**src/rtl/mainfsm.sv**
```systemverilog
// rtl/mainfsm.sv - multicycle RISC-V main control FSM with memory-ready handshake
//
// Sequences lw, sw, R-type, I-type ALU, beq and jal through fetch, decode,
// execute, memory and writeback. It drives the datapath selects, the write
// enables and the 2-bit ALUOp consumed by the ALU decoder.
//
// Optional build macro: MAINFSM_ILLEGAL_TRAP_EN
//   defined   : an unrecognised opcode in Decode parks the machine in Trap
//               with Illegal=1 until reset is asserted
//   undefined : an unrecognised opcode returns to Fetch as a no-op and
//               Illegal is always 0
//
// Ports:
//   clk        clock, all state changes on the rising edge
//   reset      asynchronous active-low reset
//   op         instruction opcode Instr[6:0], valid from Decode onward
//   MemReady   memory completes the current access this cycle
//   MemReq     memory access request (Fetch, MemRead, MemWrite)
//   IRWrite    load instruction register
//   PCUpdate   unconditional PC write
//   Branch     conditional PC write (qualified by Zero downstream)
//   RegWrite   register file write enable
//   MemWrite   data memory write enable
//   AdrSrc     memory address select: 0 = PC, 1 = ALU result register
//   ALUSrcA    00 = PC, 01 = OldPC, 10 = rs1 data
//   ALUSrcB    00 = rs2 data, 01 = ImmExt, 10 = constant 4
//   ResultSrc  00 = ALUOut, 01 = read data, 10 = ALU result
//   ALUOp      00 = add, 01 = subtract, 10 = decode funct fields
//   Illegal    illegal-opcode flag

module mainfsm (
   input  logic       clk,
   input  logic       reset,
   input  logic [6:0] op,
   input  logic       MemReady,
   output logic       MemReq,
   output logic       IRWrite,
   output logic       PCUpdate,
   output logic       Branch,
   output logic       RegWrite,
   output logic       MemWrite,
   output logic       AdrSrc,
   output logic [1:0] ALUSrcA,
   output logic [1:0] ALUSrcB,
   output logic [1:0] ResultSrc,
   output logic [1:0] ALUOp,
   output logic       Illegal
);

   localparam logic [6:0] OP_LW   = 7'b0000011;
   localparam logic [6:0] OP_SW   = 7'b0100011;
   localparam logic [6:0] OP_R    = 7'b0110011;
   localparam logic [6:0] OP_I    = 7'b0010011;
   localparam logic [6:0] OP_BEQ  = 7'b1100011;
   localparam logic [6:0] OP_JAL  = 7'b1101111;

   typedef enum logic [3:0] {
      S_FETCH    = 4'd0,
      S_DECODE   = 4'd1,
      S_MEMADR   = 4'd2,
      S_MEMREAD  = 4'd3,
      S_MEMWB    = 4'd4,
      S_MEMWRITE = 4'd5,
      S_EXECR    = 4'd6,
      S_EXECI    = 4'd7,
      S_ALUWB    = 4'd8,
      S_BEQ      = 4'd9,
      S_JAL      = 4'd10
`ifdef MAINFSM_ILLEGAL_TRAP_EN
      , S_TRAP   = 4'd11
`endif
   } state_t;

   // Registered per-state control word. The fetch bit marks the Fetch state;
   // IRWrite/PCUpdate there are qualified by the live MemReady below.
   typedef struct packed {
      logic       memreq;
      logic       fetch;
      logic       pcupdate;
      logic       branch;
      logic       regwrite;
      logic       memwrite;
      logic       adrsrc;
      logic [1:0] alusrca;
      logic [1:0] alusrcb;
      logic [1:0] resultsrc;
      logic [1:0] aluop;
      logic       illegal;
   } ctl_t;

   function automatic ctl_t state_ctl(input state_t s);
      ctl_t c;
      c = '0;
      case (s)
         S_FETCH: begin
            c.memreq    = 1'b1;
            c.fetch     = 1'b1;
            c.alusrcb   = 2'b10;
            c.resultsrc = 2'b10;
         end
         S_DECODE: begin
            c.alusrca = 2'b01;
            c.alusrcb = 2'b01;
         end
         S_MEMADR: begin
            c.alusrca = 2'b10;
            c.alusrcb = 2'b01;
         end
         S_MEMREAD: begin
            c.memreq = 1'b1;
            c.adrsrc = 1'b1;
         end
         S_MEMWB: begin
            c.resultsrc = 2'b01;
            c.regwrite  = 1'b1;
         end
         S_MEMWRITE: begin
            c.memreq   = 1'b1;
            c.adrsrc   = 1'b1;
            c.memwrite = 1'b1;
         end
         S_EXECR: begin
            c.alusrca = 2'b10;
            c.aluop   = 2'b10;
         end
         S_EXECI: begin
            c.alusrca = 2'b10;
            c.alusrcb = 2'b01;
            c.aluop   = 2'b10;
         end
         S_ALUWB: begin
            c.regwrite = 1'b1;
         end
         S_BEQ: begin
            c.alusrca = 2'b10;
            c.aluop   = 2'b01;
            c.branch  = 1'b1;
         end
         S_JAL: begin
            c.alusrca  = 2'b01;
            c.alusrcb  = 2'b10;
            c.pcupdate = 1'b1;
         end
`ifdef MAINFSM_ILLEGAL_TRAP_EN
         S_TRAP: begin
            c.illegal = 1'b1;
         end
`endif
         default: c = '0;
      endcase
      return c;
   endfunction

   localparam ctl_t FETCH_CTL = '{memreq: 1'b1, fetch: 1'b1, pcupdate: 1'b0,
                                  branch: 1'b0, regwrite: 1'b0, memwrite: 1'b0,
                                  adrsrc: 1'b0, alusrca: 2'b00, alusrcb: 2'b10,
                                  resultsrc: 2'b10, aluop: 2'b00, illegal: 1'b0};

   state_t state;
   state_t nxt;
   ctl_t   ctl;

   always_comb begin
      nxt = S_FETCH;
      case (state)
         S_FETCH:    nxt = MemReady ? S_DECODE : S_FETCH;
         S_DECODE: begin
            case (op)
               OP_LW, OP_SW: nxt = S_MEMADR;
               OP_R:         nxt = S_EXECR;
               OP_I:         nxt = S_EXECI;
               OP_BEQ:       nxt = S_BEQ;
               OP_JAL:       nxt = S_JAL;
`ifdef MAINFSM_ILLEGAL_TRAP_EN
               default:      nxt = S_TRAP;
`else
               default:      nxt = S_FETCH;
`endif
            endcase
         end
         S_MEMADR:   nxt = (op == OP_LW) ? S_MEMREAD : S_MEMWRITE;
         S_MEMREAD:  nxt = MemReady ? S_MEMWB : S_MEMREAD;
         S_MEMWB:    nxt = S_FETCH;
         S_MEMWRITE: nxt = MemReady ? S_FETCH : S_MEMWRITE;
         S_EXECR:    nxt = S_ALUWB;
         S_EXECI:    nxt = S_ALUWB;
         S_ALUWB:    nxt = S_FETCH;
         S_BEQ:      nxt = S_FETCH;
         S_JAL:      nxt = S_ALUWB;
`ifdef MAINFSM_ILLEGAL_TRAP_EN
         S_TRAP:     nxt = S_TRAP;
`endif
         default:    nxt = S_FETCH;
      endcase
   end

   // The control word is computed from the next state so the outputs come
   // straight from flops yet still match the state being entered.
   always_ff @(posedge clk or negedge reset) begin
      if (!reset) begin
         state <= S_FETCH;
         ctl   <= FETCH_CTL;
      end else begin
         state <= nxt;
         ctl   <= state_ctl(nxt);
      end
   end

   // Enables are masked by reset so nothing writes while it is held low,
   // even though the control word already shows Fetch selects.
   assign MemReq    = ctl.memreq & reset;
   assign IRWrite   = ctl.fetch & MemReady & reset;
   assign PCUpdate  = ((ctl.fetch & MemReady) | ctl.pcupdate) & reset;
   assign Branch    = ctl.branch & reset;
   assign RegWrite  = ctl.regwrite & reset;
   assign MemWrite  = ctl.memwrite & reset;
   assign AdrSrc    = ctl.adrsrc;
   assign ALUSrcA   = ctl.alusrca;
   assign ALUSrcB   = ctl.alusrcb;
   assign ResultSrc = ctl.resultsrc;
   assign ALUOp     = ctl.aluop;
   assign Illegal   = ctl.illegal & reset;

endmodule

```
**config.mk**
```make
export PLATFORM = sky130hd
export DESIGN_NAME = mainfsm
export DESIGN_NICKNAME = d
export VERILOG_FILES = /design/src/rtl/mainfsm.sv
export SDC_FILE = /design/constraint.sdc
export NUM_CORES = 1
export LEC_CHECK = 0
export CORE_MARGIN = 5
export CORE_UTILIZATION = 47
export CTS_BUF_LIST = sky130_fd_sc_hd__clkbuf_16
export DETAILED_ROUTE_END_ITERATION = 12
export GPL_ROUTABILITY_DRIVEN = 0
export PLACE_DENSITY = 0.82
export SYNTH_ARGS = -nofsm -noshare
export SYNTH_HDL_FRONTEND = slang
export SYNTH_SLANG_ARGS = --single-unit
export TNS_END_PERCENT = 20
```
**constraint.sdc**
```tcl
create_clock -name clk -period 2 [get_ports clk]
set_input_delay 0.2 -clock clk [delete_from_list [all_inputs] [get_ports clk]]
set_output_delay 0.2 -clock clk [all_outputs]
set_load 0.01 [all_outputs]
```
==> results.md, run 1 <==
- Pleak: between 0.6 and 0.7 nW
- Post-DP Area: between 1000 and 1500 sq um
- Vias per cell: around 5.3
- Crit-path cells: or4b_1 > o311a_1 > nor4bb_2 > or3_1
- Min-delay worst type: in2async
- Pwr dens: 676.5 nW/um^2
- Worst path bufs/invs: 0
- Final WL: 2.165 mm
- CTS tree: yes
- Core region area: 2002 sq um
- Layout cells sized above 1: 0.2764
- DRT Pass-1 Iters: 4
- Combinational share of power: 0.179
- Fmax: 521.4 MHz
- Maximum vdd drop: 0.0003939 V
- Crit path time final: 1.918 ns
- Synthesis-to-finish area growth: 38.00%
- Post-Synth Adder-Cell Area: 0
- DRC Markers: 0
- Main synth FF type: dfrtp_1
- Total track usage: 0.1444
- Worst path arrival time: between 2 and 2.5 ns
- Rows: 16
- Crit path max-delay family: simple AND/OR/NAND/NOR gates
- YS warnings: 0
- Final setup vio count: 0
- Critical Path End Type: register
- Synth Area in XOR/XNOR: 0
- Via count: 788
- Max Used Layer: met4
- Overall Power: 0.0009345 W
- NetSw: 0.0002046 W
- Mapped Area: 1001 sq um
- Post-DP HPWL: 1.718 mm
- Syn_nets: 102
- Reg2reg setup slack: 0.08 ns
- Met2 routed WL: around 1.2 mm
- Clock Tree Root: clkbuf_16
- Worst-Skew Late Latency: around 0.25 ns
- Sequential Power Share: 0.410
- Post-Syn Area per Cell: approximately 11 sq um
- Clock transition at the registers of the reported paths: 0.05 ns
- Worst path slowest cell: or4b_1
- Total of max-cap violations: 0
- Hold WS: 0.3223 ns
- Die span in y: ~56 um
- Largest net degree at the start of global routing: 12
- Proportion of synthesized area in mux cells: 0
- Crit-path max FO: 10
- Synth async-reset ratio: 1.000
- Status: finished clean
- WS Path Type: reg2reg
- Startpoint types: register
- Number of I/O pins: 26
- RSZ-0062 raised after global routing: no
- CP max stage delay: 0.61 ns
- EDFF count, synth: 0
- Met3 WL: 95 um
- Clock tree buffer depth: 2
- Clock share of power: 0.411
- ANT cells: 0
- Die area: 3153 sq um
- Post-synthesis compound-gate area fraction: 0.1100
- Register area share after synthesis: 0.4288
- Clock sinks: 17
- Fin area: between 1000 and 1500 sq um
- Die Width: 56.15 um
- Switch share: 0.2189
- Initial antenna violation count: 0
- Largest family of logic cells by synthesized area: simple AND/OR/NAND/NOR gates
- Synth Area in Simple Gates: 0.3550
- Grt total ovfl: 0
- Initial Util: 0.5000
- Post-DRT Antenna Nets: 0
- TritonCTS Buffers: 3
- Yosys cell types: 42
- DR iter-0 viols: 9
- IO Port Bufs: 24
- Req. time, crit path: 2.12 ns
- H-tree levels: 1
- Synth Instances: 92
- Wirelength per Cell: ~14 um
- Pins Over Slew Limit: 0
- Final period utilization: 0.9590
- Flops & latches, synth: 17
- Vias in the first global route: 807
- Internal: 0.0007299 W
- Fin. Hold Viols: 0
- Met1 WL: 885 um
- Worst Skew: ~0.0041 ns
- Nets: approximately 130
- First-pass GRT wire length: 3.588 mm
final timing paths:
| path | start | end | depth (start not counted) |
|---|---|---|---|
| min reg2reg | state[0]$_DFF_PN0_ | AdrSrc$_DFF_PN0_ | 1 |
| min in group clk | op[0] | ctl[14]$_DFF_PN1_ | 5 |
| min | reset | ctl[10]$_DFF_PN0_ | 2 |
| max reg2reg | state[3]$_DFF_PN0_ | ALUSrcA[1]$_DFF_PN0_ | 4 |
| max in group asynchronous | reset | ALUSrcB[1]$_DFF_PN1_ | 2 |
| max | state[3]$_DFF_PN0_ | ALUSrcA[1]$_DFF_PN0_ | 4 |
cell usage after synthesis, types with 2 or more instances:
cell,number,area [sq um]
dfrtp_1,14,350.3
or2_1,3,18.77
nor3b_1,2,15.01
nand2_1,4,15.01
dfstp_2,3,78.83
nor2_1,7,26.28
o211ai_2,2,25.02
or4b_1,2,20.02
nor3_1,2,10.01
inv_1,3,11.26
buf_4,10,75.07
o21ai_0,2,10.01
o21ai_2,2,17.52
and2_1,5,31.28
nor2b_1,2,12.51
nand4_1,3,18.77
layout make-up:
type	instances	area [sq um]
multi-input cells	60	475.5
well taps	27	33.78
repair buffers	39	352.8
inverters	3	11.26
fillers	157	620.6
flip-flops and latches	17	429.2
clock inverters	1	3.754
clock buffers	3	75.07
placed cells by master (no fill, tap or decap), drive strengths merged, types with 3 or more instances in the layout:
cell            n
buf            15
o21ai           5
clkdlybuf4s50  24
or2             3
clkbuf          3
dfstp           3
nand2           4
nor2            7
inv             4
dfrtp          14
and2            6
nand4           5
worst reg2reg max path, cell delays in order (launching register included):
cell and delay (ns):
dfrtp_1 0.51, or4b_1 0.61, o311a_1 0.18, nor4bb_2 0.19, or3_1 0.30
layer usage:
metal / up-vias / GRT usage
li1: 384 / -
met1: 382 / 0.1521
met2: 20 / 0.2755
met3: 2 / 0.01856
met4: 0 / 0.07119
met5: - / 0
registers in the layout, summed over array words and instances, names as in the netlist:
signal / flops
ALUOp: 2
ALUSrcA: 2
ALUSrcB: 2
AdrSrc: 1
ResultSrc: 1
ctl: 5
state: 4
kinds of logic (layout without fill, tap and decap cells):
logic type      after synthesis  in the layout
simple gates                 47             47
flops                        17             17
buf+inv                      15             46
compound gates               12             12
other cells                   1              1
power groups by stage:
stage / Clock (W) / Sequential, W / Combinational [W]
final: 0.000384 / 0.000383 / 0.000167
after global routing: 0.000406 / 0.000384 / 0.000180
after CTS: 0.000393 / 0.000382 / 0.000164
after detailed placement: 0 / 0.000388 / 0.000163
after global placement: 0 / 0.000386 / 0.000159
after floorplan: 0 / 0.000382 / 0.0000863
what timing repair did:
action                                  CTS  global route
hold buffers                              0             0
gates resized for setup                   0             1
setup buffers                             0             1
endpoints found under the setup margin    0             2
stage by stage:
stage	setup TNS (ns)	worst slack, ns	util	cells
floorplan	0	0.2487	-	92
global placement	0	0.003549	0.6438	145
detailed placement	-0.05482	-0.02767	0.6438	145
CTS	0	0.08252	0.6831	149
global route	0	0.03107	0.6900	150
finish	0	0.08208	0.6900	150
Power figures use the tool's default switching activity.
==> run 2: changes to the inputs <==
--- a/config.mk
+++ b/config.mk
@@ -10,7 +10,8 @@
 export CTS_BUF_LIST = sky130_fd_sc_hd__clkbuf_16
 export DETAILED_ROUTE_END_ITERATION = 12
 export GPL_ROUTABILITY_DRIVEN = 0
-export PLACE_DENSITY = 0.82
+export PLACE_DENSITY = 0.76
+export SETUP_SLACK_MARGIN = 0.15
 export SYNTH_ARGS = -nofsm -noshare
 export SYNTH_HDL_FRONTEND = slang
 export SYNTH_SLANG_ARGS = --single-unit
==> results.md, run 2 (synthesized netlist as in run 1, its figures left out) <==
- Post-DP HPWL: 1.664 mm (was 1.718 mm)
- Crit path max-delay family: simple AND/OR/NAND/NOR gates (unchanged)
- Met1 usage: 0.1499 (was 0.1521)
- Worst path bufs/invs: 0 (unchanged)
- Worst-Skew Late Latency: 0.24 ns (was 0.25 ns)
- DRT Pass-1 Iters: 4 (unchanged)
- Vias per cell: 5.176 (was 5.253)
- Initial antenna violation count: 0 (unchanged)
- Worst path slowest cell: or4b_1 (unchanged)
- Core region area: 2002 sq um (unchanged)
- Startpoint types: register (unchanged)
- DRC Markers: 0 (unchanged)
- Wirelength per Cell: 13.24 um (was 14.43 um)
- Clock sinks: 17 (unchanged)
- Final setup vio count: 0 (unchanged)
- DR iter-0 viols: 5 (was 9)
- Nets: 137 (was 134)
- Crit path time final: 1.838 ns (was 1.918 ns)
- Most common cell after layout, fill and taps aside: clkdlybuf4s50_1 (unchanged)
- Worst r2r path cells: 4 (unchanged)
- Crit-path max FO: 9 (was 10)
- Die area: 3153 sq um (unchanged)
- Total track usage: 0.1383 (was 0.1444)
- Post-CTS Hold Buffers: 0 (unchanged)
- Clock tree buffer depth: 2 (unchanged)
- Fin area: 1435 sq um (was 1381 sq um)
- TritonCTS Buffers: 3 (unchanged)
- Pwr dens: 656.5 nW/um^2 (was 676.5 nW/um^2)
- Worst r2r dst: ALUSrcA[1]$_DFF_PN0_ (unchanged)
- Maximum vdd drop: 0.0003563 V (was 0.0003939 V)
- CTS tree: yes (unchanged)
- Final WL: 2.025 mm (was 2.165 mm)
- Synthesis-to-finish area growth: 43.38% (was 38.00%)
- Status: finished clean (unchanged)
- Die span in y: 56.15 um (unchanged)
- Combinational share of power: 0.184 (was 0.179)
- Total of max-cap violations: 0 (unchanged)
- Worst Skew: 0.002943 ns (was 0.004121 ns)
- H-tree levels: 1 (unchanged)
- Die Width: 56.15 um (unchanged)
- Crit-path cells: or4b_1 > o311a_1 > nor4bb_2 > or3_1 (unchanged)
- Top reg by flops: ctl (unchanged)
- Post-DRT Antenna Nets: 0 (unchanged)
- Most used routing layer: met2 (unchanged)
- First-pass GRT wire length: 3.429 mm (was 3.588 mm)
- GR Util met3: 0.02320 (was 0.01856)
- Switch share: 0.2193 (was 0.2189)
- R2R Path Start: state[3]$_DFF_PN0_ (unchanged)
- Reg2reg setup slack: 0.16 ns (was 0.08 ns)
- Initial Util: 0.5000 (unchanged)
- IO Port Bufs: 24 (unchanged)
- Number of I/O pins: 26 (unchanged)
- Final setup TNS: 0 ns (unchanged)
- Via count: 792 (was 788)
- Pre-CTS WS: -0.06479 ns (was -0.02767 ns)
- Fin. Hold Viols: 0 (unchanged)
- NetSw: 0.0002066 W (was 0.0002046 W)
- Req. time, crit path: 2.12 ns (about the same)
- RSZ-0062 raised after global routing: yes (was no)
- Vias in the first global route: 805 (was 807)
- Largest net degree at the start of global routing: 12 (unchanged)
- Fmax: 544.1 MHz (was 521.4 MHz)
- Layout cells sized above 1: 0.3413 (was 0.2764)
- Worst path arrival time: 1.96 ns (was 2.04 ns)
- Worst setup margin: 0.1621 ns (was 0.08208 ns)
- Commonest cells after routing, fill and taps aside: 23 x clkdlybuf4s50_1, 18 x buf_4, 10 x dfrtp_1, 7 x nor2_1, 5 x and2_1 (was 24 x clkdlybuf4s50_1, 15 x buf_4, 14 x dfrtp_1, 7 x nor2_1, 5 x and2_1)
- Final period utilization: 0.9189 (was 0.9590)
- Grt total ovfl: 0 (unchanged)
- Internal: 0.0007356 W (was 0.0007299 W)
- Clock share of power: 0.411 (about the same)
- Post-DP Area: 1296 sq um (was 1289 sq um)
- Critical Path End Type: register (unchanged)
- Clock transition at the registers of the reported paths: 0.05 ns (about the same)
- Max reg flops: 5 (unchanged)
- Min-delay worst type: in2async (unchanged)
- Top Registers: ctl (5), state (4) (unchanged)
- Met2 GRT Util: 0.2538 (was 0.2755)
- Rows: 16 (unchanged)
- ANT cells: 0 (unchanged)
- Sequential Power Share: 0.405 (was 0.410)
- Clock Tree Root: clkbuf_16 (unchanged)
- CP max stage delay: 0.56 ns (was 0.61 ns)
- WS Path Type: reg2reg (unchanged)
- Pleak: 0.6467 nW (was 0.6376 nW)
- Pins Over Slew Limit: 0 (unchanged)
- Fin util: 0.7169 (was 0.6900)
-- run 2: worst max path at each step --
| stage | cells after the start | to | from | slack, ns |
|---|---|---|---|---|
| CTS | 5 | ctl[15]$_DFF_PN1_ | state[2]$_DFF_PN0_ | 0.15 |
| global placement | 7 | ctl[15]$_DFF_PN1_ | op[2] | 0.0005 |
| detailed placement | 7 | ctl[15]$_DFF_PN1_ | op[2] | -0.06 |
| global route | 4 | ALUSrcA[1]$_DFF_PN0_ | state[3]$_DFF_PN0_ | 0.11 |
| floorplan | 5 | ALUSrcA[1]$_DFF_PN0_ | state[3]$_DFF_PN0_ | 0.25 |
| finish | 4 | ALUSrcA[1]$_DFF_PN0_ | state[3]$_DFF_PN0_ | 0.16 |
-- run 2: power groups by stage --
stage | registers, W | logic (W) | clock network (W)
global placement | 0.000385 | 0.000161 | 0
finish | 0.000382 | 0.000173 | 0.000387
global route | 0.000384 | 0.000187 | 0.000408
floorplan | 0.000382 | 0.0000863 | 0
CTS | 0.000381 | 0.000166 | 0.000390
detailed placement | 0.000386 | 0.000165 | 0
-- run 2: final cells by class --
class / count / area [sq um]
well taps: 27 / 33.78
inverters: 3 / 11.26
fillers: 150 / 566.8
repair buffers: 42 / 377.9
clock inverters: 1 / 5.005
multi-input cells: 60 / 498.0
clock buffers: 3 / 75.07
flip-flops and latches: 17 / 434.2
-- run 2: layer usage --
layer | share of wire | up-vias
met4 | 0.025 | 0
met5 | 0 | -
met3 | 0.063 | 6
li1 | - | 392
met2 | 0.50 | 30
met1 | 0.41 | 364
-- run 2: metrics by stage --
step / hold WS, ns / power (W) / cells
2_1_floorplan: -0.09559 / 0.0004685 / 92
3_3_place_gp: 0.5563 / 0.0005464 / 146
3_5_place_dp: 0.5500 / 0.0005512 / 146
4_1_cts: 0.3066 / 0.0009370 / 150
5_1_grt: 0.3247 / 0.0009789 / 153
6_report: 0.2915 / 0.0009422 / 153
-- run 2: timing repair --
| item | CTS | global route |
|---|---|---|
| resized for setup | 2 | 7 |
| buffers inserted | 0 | 3 |
| pin swaps | 1 | 2 |
| setup endpoints to repair | 4 | 7 |
